## src/rtl/mac_seq_pkg.sv

```systemverilog
// Shared constants and state encoding for the MAC job sequencer.
package mac_seq_pkg;

    localparam logic [6:0] F7_MAC12 = 7'd0;
    localparam logic [6:0] F7_CLR   = 7'd1;
    localparam logic [6:0] F7_MAC1  = 7'd4;

    localparam int LIMIT12_DEFAULT = 324;
    localparam int LIMIT1_DEFAULT  = 108;

    typedef enum logic [2:0] {
        IDLE,
        CLR_CMD,
        CLR_RSP,
        FETCH,
        MAC_CMD,
        MAC_RSP,
        DONE
    } seq_state_e;

endpackage

```

## src/rtl/mac_job_sequencer.sv

```systemverilog
// Feeds one dot-product job (clear + one MAC per input word) to the filter MAC CFU.
// Optional MAC_SEQ_BIAS_EN adds a per-job bias to the returned accumulator.
//
// state   | meaning
// IDLE    | waiting for a job descriptor
// CLR_CMD | issuing accumulator clear
// CLR_RSP | waiting for clear response
// FETCH   | pulling next input word
// MAC_CMD | issuing MAC for current word
// MAC_RSP | waiting for MAC response, capturing accumulator
// DONE    | presenting result until accepted
module mac_job_sequencer
    import mac_seq_pkg::*;
#(
    parameter int LEN_W   = 9,
    parameter int LIMIT12 = LIMIT12_DEFAULT,
    parameter int LIMIT1  = LIMIT1_DEFAULT
) (
    input  logic             clk,
    input  logic             reset,
    input  logic             job_valid,
    output logic             job_ready,
    input  logic [LEN_W-1:0] job_filt_base,
    input  logic [LEN_W-1:0] job_len,
    input  logic             job_depth1,
`ifdef MAC_SEQ_BIAS_EN
    input  logic [31:0]      job_bias,
`endif
    input  logic             in_valid,
    output logic             in_ready,
    input  logic [31:0]      in_data,
    output logic             cfu_cmd_valid,
    input  logic             cfu_cmd_ready,
    output logic [9:0]       cfu_cmd_function_id,
    output logic [31:0]      cfu_cmd_inputs_0,
    output logic [31:0]      cfu_cmd_inputs_1,
    input  logic             cfu_rsp_valid,
    output logic             cfu_rsp_ready,
    input  logic [31:0]      cfu_rsp_outputs_0,
    output logic             res_valid,
    input  logic             res_ready,
    output logic [31:0]      res_data,
    output logic             res_err,
    output logic             busy
);

    seq_state_e       state_q, state_d;
    logic [LEN_W-1:0] base_q, base_d;
    logic [LEN_W-1:0] len_q, len_d;
    logic [LEN_W-1:0] cnt_q, cnt_d;
    logic             depth1_q, depth1_d;
    logic             err_q, err_d;
    logic [31:0]      word_q, word_d;
    logic [31:0]      acc_q, acc_d;
    logic [31:0]      result;
    logic [LEN_W:0]   range_sum, range_limit;
    logic [LEN_W-1:0] filt_idx, cnt_inc;

`ifdef MAC_SEQ_BIAS_EN
    logic [31:0] bias_q, bias_d;
    assign result = acc_q + bias_q;
`else
    assign result = acc_q;
`endif

    assign filt_idx    = base_q + cnt_q;
    assign cnt_inc     = cnt_q + 1'b1;
    assign range_sum   = {1'b0, job_filt_base} + {1'b0, job_len};
    assign range_limit = job_depth1 ? (LEN_W+1)'(LIMIT1) : (LEN_W+1)'(LIMIT12);

    always_comb begin
        state_d  = state_q;
        base_d   = base_q;
        len_d    = len_q;
        cnt_d    = cnt_q;
        depth1_d = depth1_q;
        err_d    = err_q;
        word_d   = word_q;
        acc_d    = acc_q;
`ifdef MAC_SEQ_BIAS_EN
        bias_d   = bias_q;
`endif
        job_ready           = 1'b0;
        in_ready            = 1'b0;
        cfu_cmd_valid       = 1'b0;
        cfu_cmd_function_id = '0;
        cfu_cmd_inputs_0    = '0;
        cfu_cmd_inputs_1    = '0;
        cfu_rsp_ready       = 1'b0;
        res_valid           = 1'b0;
        res_data            = '0;
        res_err             = 1'b0;
        busy                = (state_q != IDLE);

        case (state_q)
            IDLE: begin
                job_ready = 1'b1;
                if (job_valid) begin
                    base_d   = job_filt_base;
                    len_d    = job_len;
                    depth1_d = job_depth1;
                    cnt_d    = '0;
                    acc_d    = '0;
`ifdef MAC_SEQ_BIAS_EN
                    bias_d   = job_bias;
`endif
                    // Out-of-range jobs never touch the CFU.
                    if (range_sum > range_limit) begin
                        err_d   = 1'b1;
                        state_d = DONE;
                    end else begin
                        err_d   = 1'b0;
                        state_d = CLR_CMD;
                    end
                end
            end
            CLR_CMD: begin
                cfu_cmd_valid       = 1'b1;
                cfu_cmd_function_id = {F7_CLR, 3'b000};
                if (cfu_cmd_ready) state_d = CLR_RSP;
            end
            CLR_RSP: begin
                cfu_rsp_ready = 1'b1;
                if (cfu_rsp_valid) begin
                    if (len_q == '0) begin
                        acc_d   = cfu_rsp_outputs_0;
                        state_d = DONE;
                    end else begin
                        state_d = FETCH;
                    end
                end
            end
            FETCH: begin
                in_ready = 1'b1;
                if (in_valid) begin
                    word_d  = in_data;
                    state_d = MAC_CMD;
                end
            end
            MAC_CMD: begin
                cfu_cmd_valid       = 1'b1;
                cfu_cmd_function_id = {(depth1_q ? F7_MAC1 : F7_MAC12), 3'b000};
                cfu_cmd_inputs_0    = word_q;
                cfu_cmd_inputs_1    = {{(32-LEN_W){1'b0}}, filt_idx};
                if (cfu_cmd_ready) state_d = MAC_RSP;
            end
            MAC_RSP: begin
                cfu_rsp_ready = 1'b1;
                if (cfu_rsp_valid) begin
                    acc_d   = cfu_rsp_outputs_0;
                    cnt_d   = cnt_inc;
                    state_d = (cnt_inc == len_q) ? DONE : FETCH;
                end
            end
            DONE: begin
                res_valid = 1'b1;
                res_err   = err_q;
                res_data  = err_q ? 32'd0 : result;
                if (res_ready) state_d = IDLE;
            end
            default: state_d = IDLE;
        endcase

        // While reset is held the outputs already look like IDLE.
        if (!reset) begin
            job_ready           = 1'b1;
            in_ready            = 1'b0;
            cfu_cmd_valid       = 1'b0;
            cfu_cmd_function_id = '0;
            cfu_cmd_inputs_0    = '0;
            cfu_cmd_inputs_1    = '0;
            cfu_rsp_ready       = 1'b0;
            res_valid           = 1'b0;
            res_data            = '0;
            res_err             = 1'b0;
            busy                = 1'b0;
        end
    end

    always_ff @(posedge clk) begin
        if (!reset) begin
            state_q  <= IDLE;
            base_q   <= '0;
            len_q    <= '0;
            cnt_q    <= '0;
            depth1_q <= 1'b0;
            err_q    <= 1'b0;
            word_q   <= '0;
            acc_q    <= '0;
`ifdef MAC_SEQ_BIAS_EN
            bias_q   <= '0;
`endif
        end else begin
            state_q  <= state_d;
            base_q   <= base_d;
            len_q    <= len_d;
            cnt_q    <= cnt_d;
            depth1_q <= depth1_d;
            err_q    <= err_d;
            word_q   <= word_d;
            acc_q    <= acc_d;
`ifdef MAC_SEQ_BIAS_EN
            bias_q   <= bias_d;
`endif
        end
    end

endmodule

```

## config.mk

```make
export PLATFORM = sky130hd
export DESIGN_NAME = mac_job_sequencer
export DESIGN_NICKNAME = d
export VERILOG_FILES = /design/src/rtl/mac_seq_pkg.sv /design/src/rtl/mac_job_sequencer.sv
export SDC_FILE = /design/constraint.sdc
export NUM_CORES = 1
export LEC_CHECK = 0
export ABC_CLOCK_PERIOD_IN_PS = 9020
export CAP_MARGIN = 20
export CORE_ASPECT_RATIO = 1.75
export CORE_MARGIN = 3
export CORE_UTILIZATION = 49
export CTS_CLUSTER_SIZE = 8
export DETAILED_ROUTE_END_ITERATION = 7
export GPL_ROUTABILITY_DRIVEN = 0
export MAX_ROUTING_LAYER = met4
export PLACE_DENSITY = 0.89
export SLEW_MARGIN = 20
export SYNTH_ARGS = -nofsm -noshare
export SYNTH_HDL_FRONTEND = slang
export SYNTH_SLANG_ARGS = --single-unit
```

## constraint.sdc

```tcl
create_clock -name clk -period 9.02 [get_ports clk]
set_input_delay 1.804 -clock clk [delete_from_list [all_inputs] [get_ports clk]]
set_output_delay 1.804 -clock clk [all_outputs]
set_load 0.02 [all_outputs]
```

# After elaboration in Yosys (flattened, before gate mapping)
# Cells that the tools add are included.
totals:
  reg_bits: 96
  out_inout_bits: 113
op_classes:
  n_addsub: 3
  n_reduce_logical: 12
  n_eq_ne: 15
  n_mux: 44
  magnitude_cmp: 1
op_table:
  columns: ["operator", "n"]
  rows:
  - ["2-to-1 mux 32 bit", 10]
  - ["one-hot mux 32 bit (3 select lines)", 1]
  - ["2-to-1 mux 9 bit", 4]
  - ["2-to-1 mux 3 bit", 11]
  - ["one-hot mux 3 bit (7 select lines)", 1]
  - ["one-hot mux 9 bit (2 select lines)", 1]
  - ["inequality test 2 bit, second input constant", 8]
  - ["2-to-1 mux 1 bit", 14]
  - ["one-hot mux 6 bit (2 select lines)", 1]
  - ["adder 9 x 9 -> 10 bit", 1]
  - ["greater-than comparator 10 x 9 -> 1 bit", 1]
  - ["2-to-1 mux 10 bit", 1]
  - ["adder 9 x 1 -> 9 bit, second input constant", 1]
  - ["adder 9 bit", 1]
  - ["== test 3 bit, second input constant", 3]
  - ["== test 9 bit", 1]
  - ["zero test 9 bit", 1]
  - ["AND reduction 7 bit", 1]
  - ["== test 3 x 2 -> 1 bit, second input constant", 2]
  - ["nonzero test 3 bit", 2]
  - ["AND reduction 5 bit", 1]
  - ["AND reduction 2 bit", 2]
  - ["OR reduction 2 bit", 2]
  - ["== test 3 x 1 -> 1 bit, second input constant", 1]
  - ["other kinds (3)", 3]

# Logic depth before layout (Yosys ltp)
logic_depth:
  depth_word: 5
  mapped_depth: 18
  depth_no_buf: 18

# Least setup slack after synthesis
# OpenSTA, ideal clock, no wires.
synth_timing:
  kind: "input port to output port"
  from: "in reset"
  to: "out res_data[10]"
  arrival_ns: 3.371
  n_path_buf: 2
  path_slack_ns: 3.845
  t_required_ns: 7.216
  cell_stages: 7
  path_cell_list: "buf_2 > inv_2 > nor2_1 > and3_1 > nor2b_1 > clkbuf_1 > and2_1"
synth_via:
  elab_chain_len: 1
synth_lines:
  columns: ["element", "line_no", "text"]
  rows:
  - ["from (decl)", "mac_job_sequencer.sv:20", "input logic reset,"]
  - ["2-to-1 mux 32 bit", "mac_job_sequencer.sv:165", "if (!reset) begin"]
  - ["to (decl)", "mac_job_sequencer.sv:42", "output logic [31:0] res_data,"]
# No other way between the ends.

# Final worst setup path
layout_timing:
  from: "in reset"
  to: "out res_data[22]"
# The elaborated chain is that of the path after synthesis.

==> results_dict.tcl <==
set metrics [dict create \
    status "completed" \
    power.density_nw_per_um2 201 \
    largest_net_degree_at_the_start_of_global_routing 63 \
    rrSetupSlack_ps 6400 \
    drt-initial-drc-count 333 \
    post_cts_resized 0 \
    worst_setup_path_endpoint "res_data[22]" \
    place_hpwl_mm 11.3 \
    clock_tree.root_cell "sky130_fd_sc_hd__clkbuf_16" \
    global_route.overflow_total 0 \
    setup_total_negative_slack_ps 0 \
    cts.htree.levels 3 \
    crit_buf_inv 5 \
    tightest_slew_ps 839 \
    synth-edff-count 0 \
    fillCellCount 853 \
    multiInputGateArea_um2 3250 \
    hold_path_class "flop to flop" \
    fin_skew_ps 7.45 \
    storage_element_area_um2 1920 \
    max_cap_viol_count 0 \
    placed_area_um2 7120 \
    power.leakage_nw 2.94 \
    setup.worst_path.start "reset" \
    max_slew_margin 0.436 \
    detailroute.via_count 5507 \
    finalMaxSlewViolations 0 \
    critical_path.top_delay_family "buffers and inverters" \
    post_route_cells_drive_above_1_share 0.0425 \
    syn-cell-area_um2 5520 \
    crit-reg2reg-launch "state_q[1]" \
    crit_required_ps 7220 \
    clk_pin_slew_worst_paths_ps 70 \
    timing.reg2reg.worst_path_depth 4 \
    area.growth.synth_to_final_pct 34.7 \
    tritoncts "yes" \
    grt_pass1_vias 5161 \
    die_area_um2 12600 \
    seq_area_frac_synth 0.348 \
    worst_path_most_repeated_cell "sky130_fd_sc_hd__clkdlybuf4s50_1" \
    vdd_ir_drop_max_mv 0.159 \
    critical_path_class "input pin to output port" \
    cts_post_setup_buffers_inserted 0 \
    drt.antenna.violating_nets 0 \
    post_route_cell_area_um2 7430 \
    globalRouteMet1Util 0.261 \
    count_of_unresolved_drc_violations_after_routing 0 \
    groute.usage.overall 0.247 \
    core-area_um2 10800 \
    effective_utilization_at_floorplan 0.510 \
    post_synthesis_register_bit_count 96 \
    number_of_antenna_violations_at_the_first_check_in_global_routing 0 \
    cp_slowest_cell "sky130_fd_sc_hd__clkdlybuf4s50_1" \
    wl_per_cell_um 15.1 \
    timing.critical_path.fanout_max 46 \
    critical_path.startpoint_type "input pin" \
    dieWidth_um 86.2 \
    final_power_w 0.00149 \
    die_height_um 146 \
    layout.cells.most_common "sky130_fd_sc_hd__clkdlybuf4s50_1" \
    cp-end-kind "output port" \
    ios 203 \
    use_met3 0.0457 \
    synth_cell_types 60 \
    cts_num_sinks 96 \
    placement.io_buffers 171 \
    synth_cells 752 \
    cts-buffers-inserted 9 \
    avgSynthCellArea_um2 7.34 \
    grt_busiest_layer "met2" \
    min_period_ps 6750 \
    finalSetupViolations 0 \
    worstSkewPairLatency_ps 350 \
    drt_pass1_iterations 5 \
    std_cell_rows 50 \
    timing.critical_path.slowest_cell_delay_ps 650 \
    critical_path_cell_count 9 \
    rr_endpoint "acc_q[5]" \
    final_min_period_over_clock_period 0.748 \
    cts.path.max_buffers 2 \
    antenna_cells 0 \
    nets 1002 \
    worst_endpoint_data_arrival_time_ps 4940 \
    met2_usage 0.424 \
    synth_ff_type "sky130_fd_sc_hd__dfxtp_1" \
    cts_hold_repair.buffers 0 \
    hold_viol 0 \
    achievable-frequency_mhz 148 \
    wirelength_mm 15.4 \
    unrepaired_setup_endpoints_after_global_routing "no" \
    ys_warnings 0 \
    grt_first_pass_wirelength_mm 24.4 \
    detail_route.vias_per_cell 5.38 \
    ys_async_sr_fraction 0 \
    mostFrequentLayoutCells "sky130_fd_sc_hd__clkdlybuf4s50_1 (171), sky130_fd_sc_hd__nand2_1 (159), sky130_fd_sc_hd__a21oi_1 (105), sky130_fd_sc_hd__dfxtp_1 (96), sky130_fd_sc_hd__nor2_1 (64)" \
    crit_chain "clkdlybuf4s50_1, inv_2, buf_12, nor2_4, and3_1, nor2b_1, buf_4, and2_1, clkdlybuf4s50_1" \
]
state kept, by name, indices dropped and copies added, names as in the netlist:
register,flops
len_q,9
cnt_q,9
base_q,9
acc_q,32
depth1_q,1
word_q,32
state_q,3
err_q,1
kinds of logic (layout without fill, tap and decap cells):
kind of cell	Yosys count	in the layout	synth area share
buf+inv	97	209	0.0891
simple gates	351	351	0.297
mux	1	1	0.00204
fa+ha+maj	23	23	0.0549
flops	96	96	0.348
other cells	1	31	0.000680
xor+xnor	23	23	0.0365
compound gates	160	160	0.172
area by class of cell:
class	count	share of cell area
Sequential cell	96	0.258
Clock inverter	6	0.00707
Clock buffer	10	0.0308
Timing Repair Buffer	174	0.235
Multi-Input combinational cell	589	0.437
Tap cell	130	0.0219
Inverter	19	0.00959
metrics by stage:
| step | utilization | hold slack, ps | instances | worst slack (ps) |
|---|---|---|---|---|
| after floorplan | - | 432 | 782 | 3850 |
| after global placement | 0.657 | 437 | 1007 | 1880 |
| after detailed placement | 0.658 | 444 | 1007 | 1770 |
| after CTS | 0.684 | 454 | 1023 | 1750 |
| after global routing | 0.687 | 474 | 1024 | 2070 |
| final | 0.687 | 452 | 1024 | 2270 |
synthesized netlist by cell type, drive strengths merged (2+ instances only):
master,instances,area share
inv,19,0.013
o21ai,21,0.019
a21o,6,0.0082
or2,3,0.0034
a21oi,106,0.096
clkbuf,38,0.026
nor4,3,0.0034
nor2,67,0.047
ha,21,0.048
nor3,9,0.0082
o211a,2,0.0036
a22oi,2,0.0036
nand4,5,0.0057
buf,40,0.050
o2111ai,2,0.0032
a21boi,2,0.0027
dfxtp,96,0.35
and3,36,0.041
a211oi,2,0.0027
xor2,10,0.016
nor2b,5,0.0057
and2,37,0.042
fa,2,0.0073
nand3,11,0.012
a311oi,2,0.0032
a31o,2,0.0032
xnor2,13,0.021
nand2,160,0.11
nand2b,5,0.0057
or3,5,0.0057
where the power goes:
group	switching, W	total [W]	internal [W]
clock network	0.000172	0.000364	0.000191
registers	0.0000758	0.000600	0.000525
logic	0.000320	0.000530	0.000210
routing by layer:
layer	share of wire	up-vias
met4	0.054	0
li1	-	2730
met3	0.057	61
met1	0.36	2499
met5	0	-
met2	0.53	217
worst min path at each step:
| stage | from | end | slack [ps] | cells past startpoint |
|---|---|---|---|---|
| 6_report | word_q[14] | word_q[14] | 450 | 2 |
| 5_1_grt | word_q[12] | word_q[12] | 470 | 2 |
| 4_1_cts | word_q[14] | word_q[14] | 450 | 2 |
| 3_5_place_dp | word_q[14] | word_q[14] | 440 | 2 |
| 3_3_place_gp | word_q[3] | word_q[3] | 440 | 2 |
| 2_1_floorplan | depth1_q | depth1_q | 430 | 2 |
worst min-delay path: stages (launching register included):
cell and delay [ps]:
sky130_fd_sc_hd__dfxtp_1 310, sky130_fd_sc_hd__nand2_1 50, sky130_fd_sc_hd__a21oi_1 50
Note: power is estimated with default switching activity, not from simulation.
